--- config.mk ---
export PLATFORM = sky130hd
export DESIGN_NAME = wb_write_arbiter_flat
export DESIGN_NICKNAME = d
export VERILOG_FILES = /design/src/rtl/wb_pkg.sv /design/src/rtl/wb_write_arbiter_if.sv /design/src/rtl/wb_load_fifo.sv /design/src/rtl/wb_write_arbiter.sv /design/src/flat_wrapper.sv
export SDC_FILE = /design/constraint.sdc
export NUM_CORES = 1
export LEC_CHECK = 0
export BUFFER_PORTS_ARGS = -buffer_cell sky130_fd_sc_hd__buf_2
export CELL_PAD_IN_SITES_DETAIL_PLACEMENT = 0
export CELL_PAD_IN_SITES_GLOBAL_PLACEMENT = 1
export CORE_UTILIZATION = 41
export DETAILED_ROUTE_END_ITERATION = 8
export PLACE_DENSITY_LB_ADDON = 0.1
export SYNTH_ARGS = -nofsm -noshare
export SYNTH_HDL_FRONTEND = slang
export SYNTH_SLANG_ARGS = --single-unit
--- constraint.sdc ---
create_clock -name clk -period 2.87 [get_ports clk]
set_input_delay 0.1435 -clock clk [delete_from_list [all_inputs] [get_ports clk]]
set_output_delay 0.1435 -clock clk [all_outputs]
set_load 0.02 [all_outputs]
--- src/rtl/wb_pkg.sv ---
// Shared sizing defaults and the load-return record for the writeback arbiter.
package wb_pkg;

    localparam int REG_ADDR_W = 5;
    localparam int REG_DATA_W = 32;
    localparam int REG_NUM    = 32;
    localparam int LQ_DEPTH   = 2;

    typedef struct packed {
        logic [REG_ADDR_W-1:0] addr;
        logic [REG_DATA_W-1:0] data;
    } ld_ret_t;

endpackage

--- src/rtl/wb_write_arbiter_if.sv ---
// Bundle of pipeline writeback, load issue/return, ID hazard query and regfile write signals.
interface wb_write_arbiter_if #(
    parameter int REG_ADDR_W = wb_pkg::REG_ADDR_W,
    parameter int REG_DATA_W = wb_pkg::REG_DATA_W
) ();
    import wb_pkg::*;

    logic                  pipe_wb_en_i;
    logic [REG_ADDR_W-1:0] pipe_wb_addr_i;
    logic [REG_DATA_W-1:0] pipe_wb_data_i;
    logic                  ld_issue_i;
    logic [REG_ADDR_W-1:0] ld_issue_addr_i;
    logic                  ld_ret_valid_i;
    logic [REG_ADDR_W-1:0] ld_ret_addr_i;
    logic [REG_DATA_W-1:0] ld_ret_data_i;
    logic                  ld_ret_ready_o;
    logic                  id_rd_en_1_i;
    logic                  id_rd_en_2_i;
    logic [REG_ADDR_W-1:0] id_rd_addr_1_i;
    logic [REG_ADDR_W-1:0] id_rd_addr_2_i;
    logic                  id_dest_en_i;
    logic [REG_ADDR_W-1:0] id_dest_addr_i;
    logic                  stall_o;
    logic                  write_en_o;
    logic [REG_ADDR_W-1:0] write_addr_o;
    logic [REG_DATA_W-1:0] write_data_o;

    // The arbiter is the slave; the pipeline/load unit/ID environment is the master.
    modport slave (
        input  pipe_wb_en_i, pipe_wb_addr_i, pipe_wb_data_i,
        input  ld_issue_i, ld_issue_addr_i,
        input  ld_ret_valid_i, ld_ret_addr_i, ld_ret_data_i,
        output ld_ret_ready_o,
        input  id_rd_en_1_i, id_rd_en_2_i, id_rd_addr_1_i, id_rd_addr_2_i,
        input  id_dest_en_i, id_dest_addr_i,
        output stall_o,
        output write_en_o, write_addr_o, write_data_o
    );

    modport master (
        output pipe_wb_en_i, pipe_wb_addr_i, pipe_wb_data_i,
        output ld_issue_i, ld_issue_addr_i,
        output ld_ret_valid_i, ld_ret_addr_i, ld_ret_data_i,
        input  ld_ret_ready_o,
        output id_rd_en_1_i, id_rd_en_2_i, id_rd_addr_1_i, id_rd_addr_2_i,
        output id_dest_en_i, id_dest_addr_i,
        input  stall_o,
        input  write_en_o, write_addr_o, write_data_o
    );

endinterface

--- src/rtl/wb_load_fifo.sv ---
// Generic synchronous FIFO (power-of-two depth) with push/pop, full/empty and occupancy count.
module wb_load_fifo #(
    parameter  int DEPTH = 2,
    parameter  int WIDTH = 37,
    localparam int PTR_W = (DEPTH > 1) ? $clog2(DEPTH) : 1,
    localparam int CNT_W = $clog2(DEPTH + 1)
) (
    input  logic             clk,
    input  logic             rst,
    input  logic             push,
    input  logic             pop,
    input  logic [WIDTH-1:0] wdata,
    output logic [WIDTH-1:0] rdata,
    output logic             full,
    output logic             empty,
    output logic [CNT_W-1:0] count
);
    import wb_pkg::*;

    logic [WIDTH-1:0] mem [DEPTH];
    logic [PTR_W-1:0] wr_ptr;
    logic [PTR_W-1:0] rd_ptr;
    logic             do_push;
    logic             do_pop;

    assign full    = (count == CNT_W'(DEPTH));
    assign empty   = (count == '0);
    assign do_push = push && !full;
    assign do_pop  = pop && !empty;
    assign rdata   = mem[rd_ptr];

    // Pointers wrap naturally because DEPTH is a power of two.
    always_ff @(posedge clk) begin
        if (!rst) begin
            wr_ptr <= '0;
            rd_ptr <= '0;
            count  <= '0;
        end else begin
            if (do_push) wr_ptr <= wr_ptr + PTR_W'(1);
            if (do_pop)  rd_ptr <= rd_ptr + PTR_W'(1);
            case ({do_push, do_pop})
                2'b10:   count <= count + CNT_W'(1);
                2'b01:   count <= count - CNT_W'(1);
                default: count <= count;
            endcase
        end
    end

    always_ff @(posedge clk) begin
        if (do_push) mem[wr_ptr] <= wdata;
    end

endmodule

--- src/rtl/wb_write_arbiter.sv ---
// Regfile write-port owner: pipeline writeback vs. buffered load returns, plus pending-load scoreboard.
// Optional same-cycle load-return bypass when WB_LQ_BYPASS_EN is defined.
module wb_write_arbiter #(
    parameter int REG_ADDR_W = wb_pkg::REG_ADDR_W,
    parameter int REG_DATA_W = wb_pkg::REG_DATA_W,
    parameter int REG_NUM    = wb_pkg::REG_NUM,
    parameter int LQ_DEPTH   = wb_pkg::LQ_DEPTH
) (
    input logic              clk,
    input logic              rst,
    wb_write_arbiter_if.slave bus
);
    import wb_pkg::*;

    localparam int ENTRY_W = REG_ADDR_W + REG_DATA_W;
    localparam int CNT_W   = $clog2(LQ_DEPTH + 1);

    logic [REG_NUM-1:0]    pending;
    logic [REG_NUM-1:0]    pending_next;
    logic                  fifo_full;
    logic                  fifo_empty;
    logic [CNT_W-1:0]      fifo_count;
    logic [ENTRY_W-1:0]    head_entry;
    logic [REG_ADDR_W-1:0] head_addr;
    logic [REG_DATA_W-1:0] head_data;
    logic                  ret_ready;
    logic                  ret_accept;
    logic                  ret_push;
    logic                  bypass;
    logic                  drain;

    assign {head_addr, head_data} = head_entry;

    // Ready uses the pre-edge count, so a full queue refuses a return even while draining.
    assign ret_ready  = rst && (fifo_count < CNT_W'(LQ_DEPTH));
    assign ret_accept = bus.ld_ret_valid_i && ret_ready;
    assign drain      = rst && !bus.pipe_wb_en_i && !fifo_empty;

`ifdef WB_LQ_BYPASS_EN
    assign bypass = ret_accept && fifo_empty && !bus.pipe_wb_en_i && (bus.ld_ret_addr_i != '0);
`else
    assign bypass = 1'b0;
`endif

    // Returns to r0 are swallowed: accepted on the bus but never queued.
    assign ret_push = ret_accept && !fifo_full && (bus.ld_ret_addr_i != '0) && !bypass;

    wb_load_fifo #(
        .DEPTH (LQ_DEPTH),
        .WIDTH (ENTRY_W)
    ) u_load_fifo (
        .clk   (clk),
        .rst   (rst),
        .push  (ret_push),
        .pop   (drain),
        .wdata ({bus.ld_ret_addr_i, bus.ld_ret_data_i}),
        .rdata (head_entry),
        .full  (fifo_full),
        .empty (fifo_empty),
        .count (fifo_count)
    );

    // Pipeline writeback always wins; the queue only gets the port when the pipe is idle.
    always_comb begin
        bus.write_en_o   = 1'b0;
        bus.write_addr_o = '0;
        bus.write_data_o = '0;
        if (rst) begin
            if (bus.pipe_wb_en_i) begin
                bus.write_en_o   = 1'b1;
                bus.write_addr_o = bus.pipe_wb_addr_i;
                bus.write_data_o = bus.pipe_wb_data_i;
            end else if (!fifo_empty) begin
                bus.write_en_o   = 1'b1;
                bus.write_addr_o = head_addr;
                bus.write_data_o = head_data;
            end else if (bypass) begin
                bus.write_en_o   = 1'b1;
                bus.write_addr_o = bus.ld_ret_addr_i;
                bus.write_data_o = bus.ld_ret_data_i;
            end
        end
    end

    // A new issue to the same register outranks the clear from an older return's write.
    always_comb begin
        pending_next = pending;
        if (drain)  pending_next[head_addr] = 1'b0;
        if (bypass) pending_next[bus.ld_ret_addr_i] = 1'b0;
        if (bus.ld_issue_i && (bus.ld_issue_addr_i != '0))
            pending_next[bus.ld_issue_addr_i] = 1'b1;
        pending_next[0] = 1'b0;
    end

    always_ff @(posedge clk) begin
        if (!rst) pending <= '0;
        else      pending <= pending_next;
    end

    assign bus.ld_ret_ready_o = ret_ready;
    assign bus.stall_o = rst && ((bus.id_rd_en_1_i && pending[bus.id_rd_addr_1_i]) ||
                                 (bus.id_rd_en_2_i && pending[bus.id_rd_addr_2_i]) ||
                                 (bus.id_dest_en_i && pending[bus.id_dest_addr_i]));

endmodule

--- src/flat_wrapper.sv ---
// flat-port wrapper written by rule: the top's interface ports become plain ports
module wb_write_arbiter_flat import wb_pkg::*;
#(
    parameter int REG_ADDR_W = wb_pkg::REG_ADDR_W,
    parameter int REG_DATA_W = wb_pkg::REG_DATA_W,
    parameter int REG_NUM    = wb_pkg::REG_NUM,
    parameter int LQ_DEPTH   = wb_pkg::LQ_DEPTH
)
  (clk, rst, bus_pipe_wb_en_i, bus_pipe_wb_addr_i, bus_pipe_wb_data_i, bus_ld_issue_i, bus_ld_issue_addr_i, bus_ld_ret_valid_i, bus_ld_ret_addr_i, bus_ld_ret_data_i, bus_ld_ret_ready_o, bus_id_rd_en_1_i, bus_id_rd_en_2_i, bus_id_rd_addr_1_i, bus_id_rd_addr_2_i, bus_id_dest_en_i, bus_id_dest_addr_i, bus_stall_o, bus_write_en_o, bus_write_addr_o, bus_write_data_o);
  wb_write_arbiter_if #(.REG_ADDR_W(REG_ADDR_W), .REG_DATA_W(REG_DATA_W)) bus_i ();
  input logic clk;
  input logic rst;
  input wire logic [$bits(bus_i.pipe_wb_en_i)-1:0] bus_pipe_wb_en_i;
  input wire logic [$bits(bus_i.pipe_wb_addr_i)-1:0] bus_pipe_wb_addr_i;
  input wire logic [$bits(bus_i.pipe_wb_data_i)-1:0] bus_pipe_wb_data_i;
  input wire logic [$bits(bus_i.ld_issue_i)-1:0] bus_ld_issue_i;
  input wire logic [$bits(bus_i.ld_issue_addr_i)-1:0] bus_ld_issue_addr_i;
  input wire logic [$bits(bus_i.ld_ret_valid_i)-1:0] bus_ld_ret_valid_i;
  input wire logic [$bits(bus_i.ld_ret_addr_i)-1:0] bus_ld_ret_addr_i;
  input wire logic [$bits(bus_i.ld_ret_data_i)-1:0] bus_ld_ret_data_i;
  output wire logic [$bits(bus_i.ld_ret_ready_o)-1:0] bus_ld_ret_ready_o;
  input wire logic [$bits(bus_i.id_rd_en_1_i)-1:0] bus_id_rd_en_1_i;
  input wire logic [$bits(bus_i.id_rd_en_2_i)-1:0] bus_id_rd_en_2_i;
  input wire logic [$bits(bus_i.id_rd_addr_1_i)-1:0] bus_id_rd_addr_1_i;
  input wire logic [$bits(bus_i.id_rd_addr_2_i)-1:0] bus_id_rd_addr_2_i;
  input wire logic [$bits(bus_i.id_dest_en_i)-1:0] bus_id_dest_en_i;
  input wire logic [$bits(bus_i.id_dest_addr_i)-1:0] bus_id_dest_addr_i;
  output wire logic [$bits(bus_i.stall_o)-1:0] bus_stall_o;
  output wire logic [$bits(bus_i.write_en_o)-1:0] bus_write_en_o;
  output wire logic [$bits(bus_i.write_addr_o)-1:0] bus_write_addr_o;
  output wire logic [$bits(bus_i.write_data_o)-1:0] bus_write_data_o;
  assign bus_i.pipe_wb_en_i = bus_pipe_wb_en_i;
  assign bus_i.pipe_wb_addr_i = bus_pipe_wb_addr_i;
  assign bus_i.pipe_wb_data_i = bus_pipe_wb_data_i;
  assign bus_i.ld_issue_i = bus_ld_issue_i;
  assign bus_i.ld_issue_addr_i = bus_ld_issue_addr_i;
  assign bus_i.ld_ret_valid_i = bus_ld_ret_valid_i;
  assign bus_i.ld_ret_addr_i = bus_ld_ret_addr_i;
  assign bus_i.ld_ret_data_i = bus_ld_ret_data_i;
  assign bus_ld_ret_ready_o = bus_i.ld_ret_ready_o;
  assign bus_i.id_rd_en_1_i = bus_id_rd_en_1_i;
  assign bus_i.id_rd_en_2_i = bus_id_rd_en_2_i;
  assign bus_i.id_rd_addr_1_i = bus_id_rd_addr_1_i;
  assign bus_i.id_rd_addr_2_i = bus_id_rd_addr_2_i;
  assign bus_i.id_dest_en_i = bus_id_dest_en_i;
  assign bus_i.id_dest_addr_i = bus_id_dest_addr_i;
  assign bus_stall_o = bus_i.stall_o;
  assign bus_write_en_o = bus_i.write_en_o;
  assign bus_write_addr_o = bus_i.write_addr_o;
  assign bus_write_data_o = bus_i.write_data_o;
  wb_write_arbiter #(.REG_ADDR_W(REG_ADDR_W), .REG_DATA_W(REG_DATA_W), .REG_NUM(REG_NUM), .LQ_DEPTH(LQ_DEPTH)) u_core (.clk(clk), .rst(rst), .bus(bus_i));
endmodule
Yosys cells after proc, flatten, opt, wreduce, memory -nomap -nowiden

Memories as Yosys holds them, arrays and structs flattened. A register that Yosys moved wholly into a read port is not among the register bits.
Cells that the tools add are included.

Bits in registers: 36
Bits in latches: 0
Memory bits (writable): 74
ROM bits: 0
Word-level logic and storage cells: 74
Memories kept: 1

$add $sub $neg: 4
$mul: 0
Div/mod/pow operators: 0
Magnitude comparators: 8
Eq/ne operators: 3
Shift-type cells: 0
Muxes and demuxes: 26
Bitwise gates (word level): 3
Reduce and logical (&&, ||, !) cells: 24

Memory list:

| memory                 | words | width | rd ports | clocked after Yosys merged registers in | wr ports | RTL line           | source |
|---|---|---|---|---|---|---|---|
| u_core.u_load_fifo.mem | 2     | 37    | 1        | 1                                       | 1        | wb_load_fifo.sv:20 | `logic [WIDTH-1:0] mem [DEPTH];` |

Operators by type and width:

| kind                  | count |
|---|---|
| $mux W32              | 5 |
| $and A32 B32 Y32      | 1 |
| $not A32 Y32          | 1 |
| $or A32 B32 Y32       | 1 |
| $lt A5 B6 Y1 const B  | 5 |
| $bmux W1 S5           | 3 |
| $logic_and A1 B1 Y1   | 15 |
| $mux W5               | 3 |
| $mux W1               | 12 |
| $demux W1 S5          | 2 |
| $ge A5 B1 Y1 const B  | 2 |
| $reduce_bool A5 Y1    | 2 |
| $eq A2 B2 Y1 const B  | 2 |
| $pmux W2 S2           | 1 |
| $logic_not A1 Y1      | 3 |
| $add A1 B1 Y1 const B | 2 |
| $add A2 B1 Y2 const B | 1 |
| $eq A2 B1 Y1 const B  | 1 |
| $logic_not A2 Y1      | 1 |
| $logic_or A1 B1 Y1    | 2 |
| $lt A2 B2 Y1 const B  | 1 |
| $reduce_bool A2 Y1    | 1 |
| $sub A2 B1 Y2 const B | 1 |

Logic depth before layout (Yosys ltp)

Depth in word-level cells: 9
Mapped depth: 8

Modules after synthesis

Synthesis repeated with hierarchy kept, for this count alone.

Cell total of the unflattened synthesis: 435
Area, all modules: 5509.0 µm²

Modules (own cells, without submodules):

| module           | instances | cells each | area each (µm²) | seq. area each (µm²) |
|---|---|---|---|---|
| wb_load_fifo     | 1         | 141        | 2895.3          | 2322.2 |
| wb_write_arbiter | 1         | 294        | 2613.8          | 620.6 |

Worst setup path after synthesis

Ideal clock, no wire load.

Path type: reg2reg
Start: register u_core.u_load_fifo.count[1]
End: memory u_core.u_load_fifo.mem[0][0], enable pin
Arrival time: 2.519 ns
Data required time: 2.439 ns
Setup slack: -0.081 ns
Cell stages (with the launch flop): 4
Path buffers: 0
Period minus slack after synthesis: 2.951 ns
Cells stage by stage: dfxtp_1 > nor2_1 > o211ai_1 > nor2_1

Word-level cells in the longest chain between the ends: 8

RTL lines:

| element                          | RTL line               | source |
|---|---|---|
| from (decl)                      | wb_load_fifo.sv:16     | `output logic [CNT_W-1:0] count` |
| from (signal assigned)           | wb_load_fifo.sv:42     | `2'b10: count <= count + CNT_W'(1);` |
| from (signal assigned)           | wb_load_fifo.sv:43     | `2'b01: count <= count - CNT_W'(1);` |
| from (signal assigned)           | wb_load_fifo.sv:44     | `default: count <= count;` |
| $lt A2 B2 Y1                     | wb_write_arbiter.sv:35 | `assign ret_ready = rst && (fifo_count < CNT_W'(LQ_DEPTH));` |
| $logic_and A1 B1 Y1              | wb_write_arbiter.sv:35 |  |
| net bus_ld_ret_ready_o           | flat_wrapper.sv:21     | `output wire logic [$bits(bus_i.ld_ret_ready_o)-1:0] bus_ld_ret_ready_o;` |
| $logic_and A1 B1 Y1              | wb_write_arbiter.sv:36 | `assign ret_accept = bus.ld_ret_valid_i && ret_ready;` |
| $logic_and A1 B1 Y1 (2 in a row) | wb_write_arbiter.sv:46 | `assign ret_push = ret_accept && !fifo_full && (bus.ld_ret_addr_i != '0) && !bypass;` |
| $logic_and A1 B1 Y1              | wb_load_fifo.sv:28     | `assign do_push = push && !full;` |
| $mux W1                          | wb_load_fifo.sv:50     | `if (do_push) mem[wr_ptr] <= wdata;` |
| $mux W1 (implied by the code)    | wb_load_fifo.sv:50     |  |
| to (decl)                        | wb_load_fifo.sv:20     |  |

The timed path passes the listed nets, and every way through them passes these cells.

Final worst setup path

Start: input port bus_ld_ret_addr_i[0]
End: register u_core.u_load_fifo.count[1]

Word-level cells in the longest chain between the ends: 5

RTL lines:

| element                                                  | RTL line               | source |
|---|---|---|
| from (decl)                                              | flat_wrapper.sv:19     | `input wire logic [$bits(bus_i.ld_ret_addr_i)-1:0] bus_ld_ret_addr_i;` |
| $reduce_bool A5 Y1 (*)                                   | wb_write_arbiter.sv:46 |  |
| $logic_and A1 B1 Y1 (*)                                  | wb_write_arbiter.sv:46 |  |
| $logic_and A1 B1 Y1 (*)                                  | wb_load_fifo.sv:28     |  |
| $eq A2 B1 Y1 / $eq A2 B2 Y1 (equally long branches)      | wb_load_fifo.sv:41     | `case ({do_push, do_pop})` |
| $pmux W2 S2 / $reduce_bool A2 Y1 (equally long branches) | --                     |  |

Every way passes the cells marked *; elsewhere a longest branch is shown, timed or not.
A chain may end at the register's enable or synchronous reset.

==> results.yml <==
synthesis:
  synthesis.nets: 572
  seq_area_frac_synth_pct: 54.83
  synth_area_sq_mm: 0.005368
  synth_ff_type: "edfxtp_1"
  yosys_warnings: 0
  netlist.area_leader.share_pct: 41.40
  yosys.area.top_type: "edfxtp_1"
  ys_types: 40
  synth.area.top_cells: "edfxtp_1 (41%), dfxtp_1 (13%), mux2i_1 (8.4%), mux4_2 (7.1%), o21ai_0 (6.7%)"
  synthArstFlopShare_pct: 0
  syn_inst: 469
  synth_area_per_cell_sq_um: 11.44
  ys_ff_latch: 110
  synth-edff-count: 74
timing:
  fmax_mhz: 394.1
  finalHoldViolCount: 0
  worst_pin_slew_ps: 1095
  tns_ps: 0
  slew_headroom_pct: 26.81
  finalSetupViolCount: 0
  finalCritPeriodShare_pct: 88.41
  rsz0062_at_grt: "no"
  skew_ps: 7.768
  holdWs_ps: 7.904
  post-route-min-period_ps: 2537
  maxSlewViolCount: 0
placed_design:
  placed_cells_incl_taps: 760
  dp_hpwl_mm: 9.293
  io_buffers: 141
  place_congestion: 0.8131
hold_path:
  min_from: "bus_ld_ret_addr_i[2]"
  worst_hold_path_type: "in2reg"
  holdPathEnd: "u_core.u_load_fifo.mem[1][34]"
  min_path_cells: 1
route:
  dr.pass1.iters: 5
  dr.first_iter.drc_count: 229
  vias: 4240
  vias_per_cell: 5.235
  drc_errors: 0
  drtAntennaViolNets: 0
  wirelength_mm: 12.79
  routedWlPerCell_um: 15.79
setup_path:
  critPathKind: "in2reg"
  end_kind: "flop"
  arrival_ps: 2820
  r2r-end: "u_core.u_load_fifo.mem[1][29]"
  reg2reg_depth: 3
  required_ps: 3150
  r2r_slack_ps: 690
  crit_fanout: 4
  critPathLaunchType: "input pin"
  regToRegStartpoint: "u_core.u_load_fifo.count[1]"
run_status:
  status: "finished, final reports clean"
power_and_ir_drop:
  finalPower_mw: 3.473
  seq_power_share_pct: 51.7
  power_leakage_nw: 2.559
  sw_frac_of_total_pct: 25.74
  power_density_mw_per_mm2: 507.2
  p_int_mw: 2.579
  switching_power_mw: 0.8942
  p_clk_share_pct: 32.5
  power_frac_comb_pct: 15.8
  ir_drop_mv: 0.2425
cells_and_area:
  stdcell_count: 810
  multiInputGateArea_sq_mm: 0.002302
  fillers: 1159
  drive_gt1_share_pct: 28.53
  layout.cells.most_common: "buf_2"
  seqCellArea_sq_mm: 0.002944
  final_cell_mix: "buf_2 (141), nand2_1 (88), edfxtp_1 (74)"
  num-nets-final: 736
  diodes: 0
  area.growth.synth_to_final_pct: 27.58
global_routing:
  grt_pass1_wl_mm: 20.14
  grt_pass1_vias: 4027
  track_usage_pct: 19.89
  grt_max_degree: 39
  antenna_found_initial: 0
  globalRouteOverflowTotal: 0
die:
  ios: 142
  die_area_sq_mm: 0.01355
  die_h_um: 116.4
  start_util_pct: 42.36
  dieWidth_um: 116.4
  rows: 41
  coreArea_sq_mm: 0.01267
cts:
  h-tree-depth: 3
  cts_tree: "yes"
  clk_latency_ps: 350
  cts_resized: 0
  numCtsBuffers: 9
  cts_sinks: 110
  cts.reportedPaths.clkPinSlew_ps: 70
  clock-root-buffer: "clkbuf_16"
  cts_buffer_depth: 2
flow_run:
  drv_cap: 0
power groups by stage:
stage / Sequential (mW) / Combinational [mW] / Clock (mW)
after floorplan: 1.81 / 0.331 / 0
after global placement: 1.83 / 0.513 / 0
after detailed placement: 1.83 / 0.520 / 0
after CTS: 1.80 / 0.558 / 1.15
after global routing: 1.80 / 0.605 / 1.22
final: 1.79 / 0.548 / 1.13
cell families (layout without fill, tap and decap cells):
family          Yosys count  after routing  synth area share [%]
fa+ha+maj                 1              1                0.2331
simple gates            132            132                 10.61
mux                      70             70                 19.16
compound gates          119            119                 11.96
flops                   110            110                 54.83
xor+xnor                  4              4                0.6528
buf+inv                  33            202                 2.564
cells in the mapped netlist, types with 2 or more instances:
library cell,n
nand2_1,88
edfxtp_1,74
o21ai_0,72
mux2i_1,45
dfxtp_1,36
a21oi_1,34
mux4_2,17
nor2_1,17
clkbuf_1,16
mux4_1,7
inv_1,6
buf_1,5
buf_2,5
nor2b_1,5
nand2b_1,4
nor3_1,4
a32o_1,3
and2_1,2
nand3_1,2
nand3b_1,2
nor3b_1,2
o211ai_1,2
o32ai_1,2
xnor2_1,2
xor2_1,2
metal layers:
metal | vias to the layer above | wire, um | track usage, %
li1 | 2081 | - | -
met1 | 1994 | 5833 | 26.63
met2 | 152 | 6088 | 32.11
met3 | 13 | 687 | 3.684
met4 | 0 | 179 | 7.778
met5 | - | 0 | 0
layout make-up:
class,instances,share of cell area [%]
Multi-Input combinational cell,326,33.62
Tap cell,172,3.143
Clock inverter,6,0.5664
Sequential cell,110,42.99
Clock buffer,10,3.344
Inverter,6,0.3289
Timing Repair Buffer,180,16.01
how the worst max path moves through the flow:
stage	endpoint	depth (start not counted)	slack [ps]	startpoint
after floorplan	u_core.u_load_fifo.mem[0][0]	3	-80	u_core.u_load_fifo.count[1]
after CTS	u_core.u_load_fifo.count[1]	7	340	bus_ld_ret_addr_i[0]
after global placement	u_core.u_load_fifo.count[1]	6	570	bus_ld_ret_addr_i[0]
final	u_core.u_load_fifo.count[1]	7	330	bus_ld_ret_addr_i[0]
after global routing	u_core.u_load_fifo.count[1]	7	230	bus_ld_ret_addr_i[0]
after detailed placement	u_core.u_load_fifo.count[1]	6	520	bus_ld_ret_addr_i[0]
metrics by stage:
step	instance area, sq um	setup WS (ps)	util (%)
after floorplan	5368	-80.76	-
after global placement	6240	573.0	49.24
after detailed placement	6240	524.7	49.24
after CTS	6848	338.6	54.04
after global routing	6848	232.8	54.04
final	6848	332.8	54.04
critical path: stages:
cell and delay, ps:
dlygate4sd3_1 530, buf_2 130, or4_1 580, o211ai_1 570, ha_1 370, or3_1 350
a21oi_1 140
state kept, by name (all words and copies together) (netlist names), named ones only:
name / cells
u_core.u_load_fifo.wr_ptr: 1
u_core.u_load_fifo.rd_ptr: 1
u_core.u_load_fifo.count: 2
u_core.pending: 31
u_core.u_load_fifo.mem: 74
timing repair:
action | 4_1_cts | 5_1_grt
hold buffers | 34 | 0
setup endpoints to repair | 0 | 0
endpoints found under the hold margin | 68 | 0
buffers inserted | 0 | 0
Power figures use the tool's default switching activity.
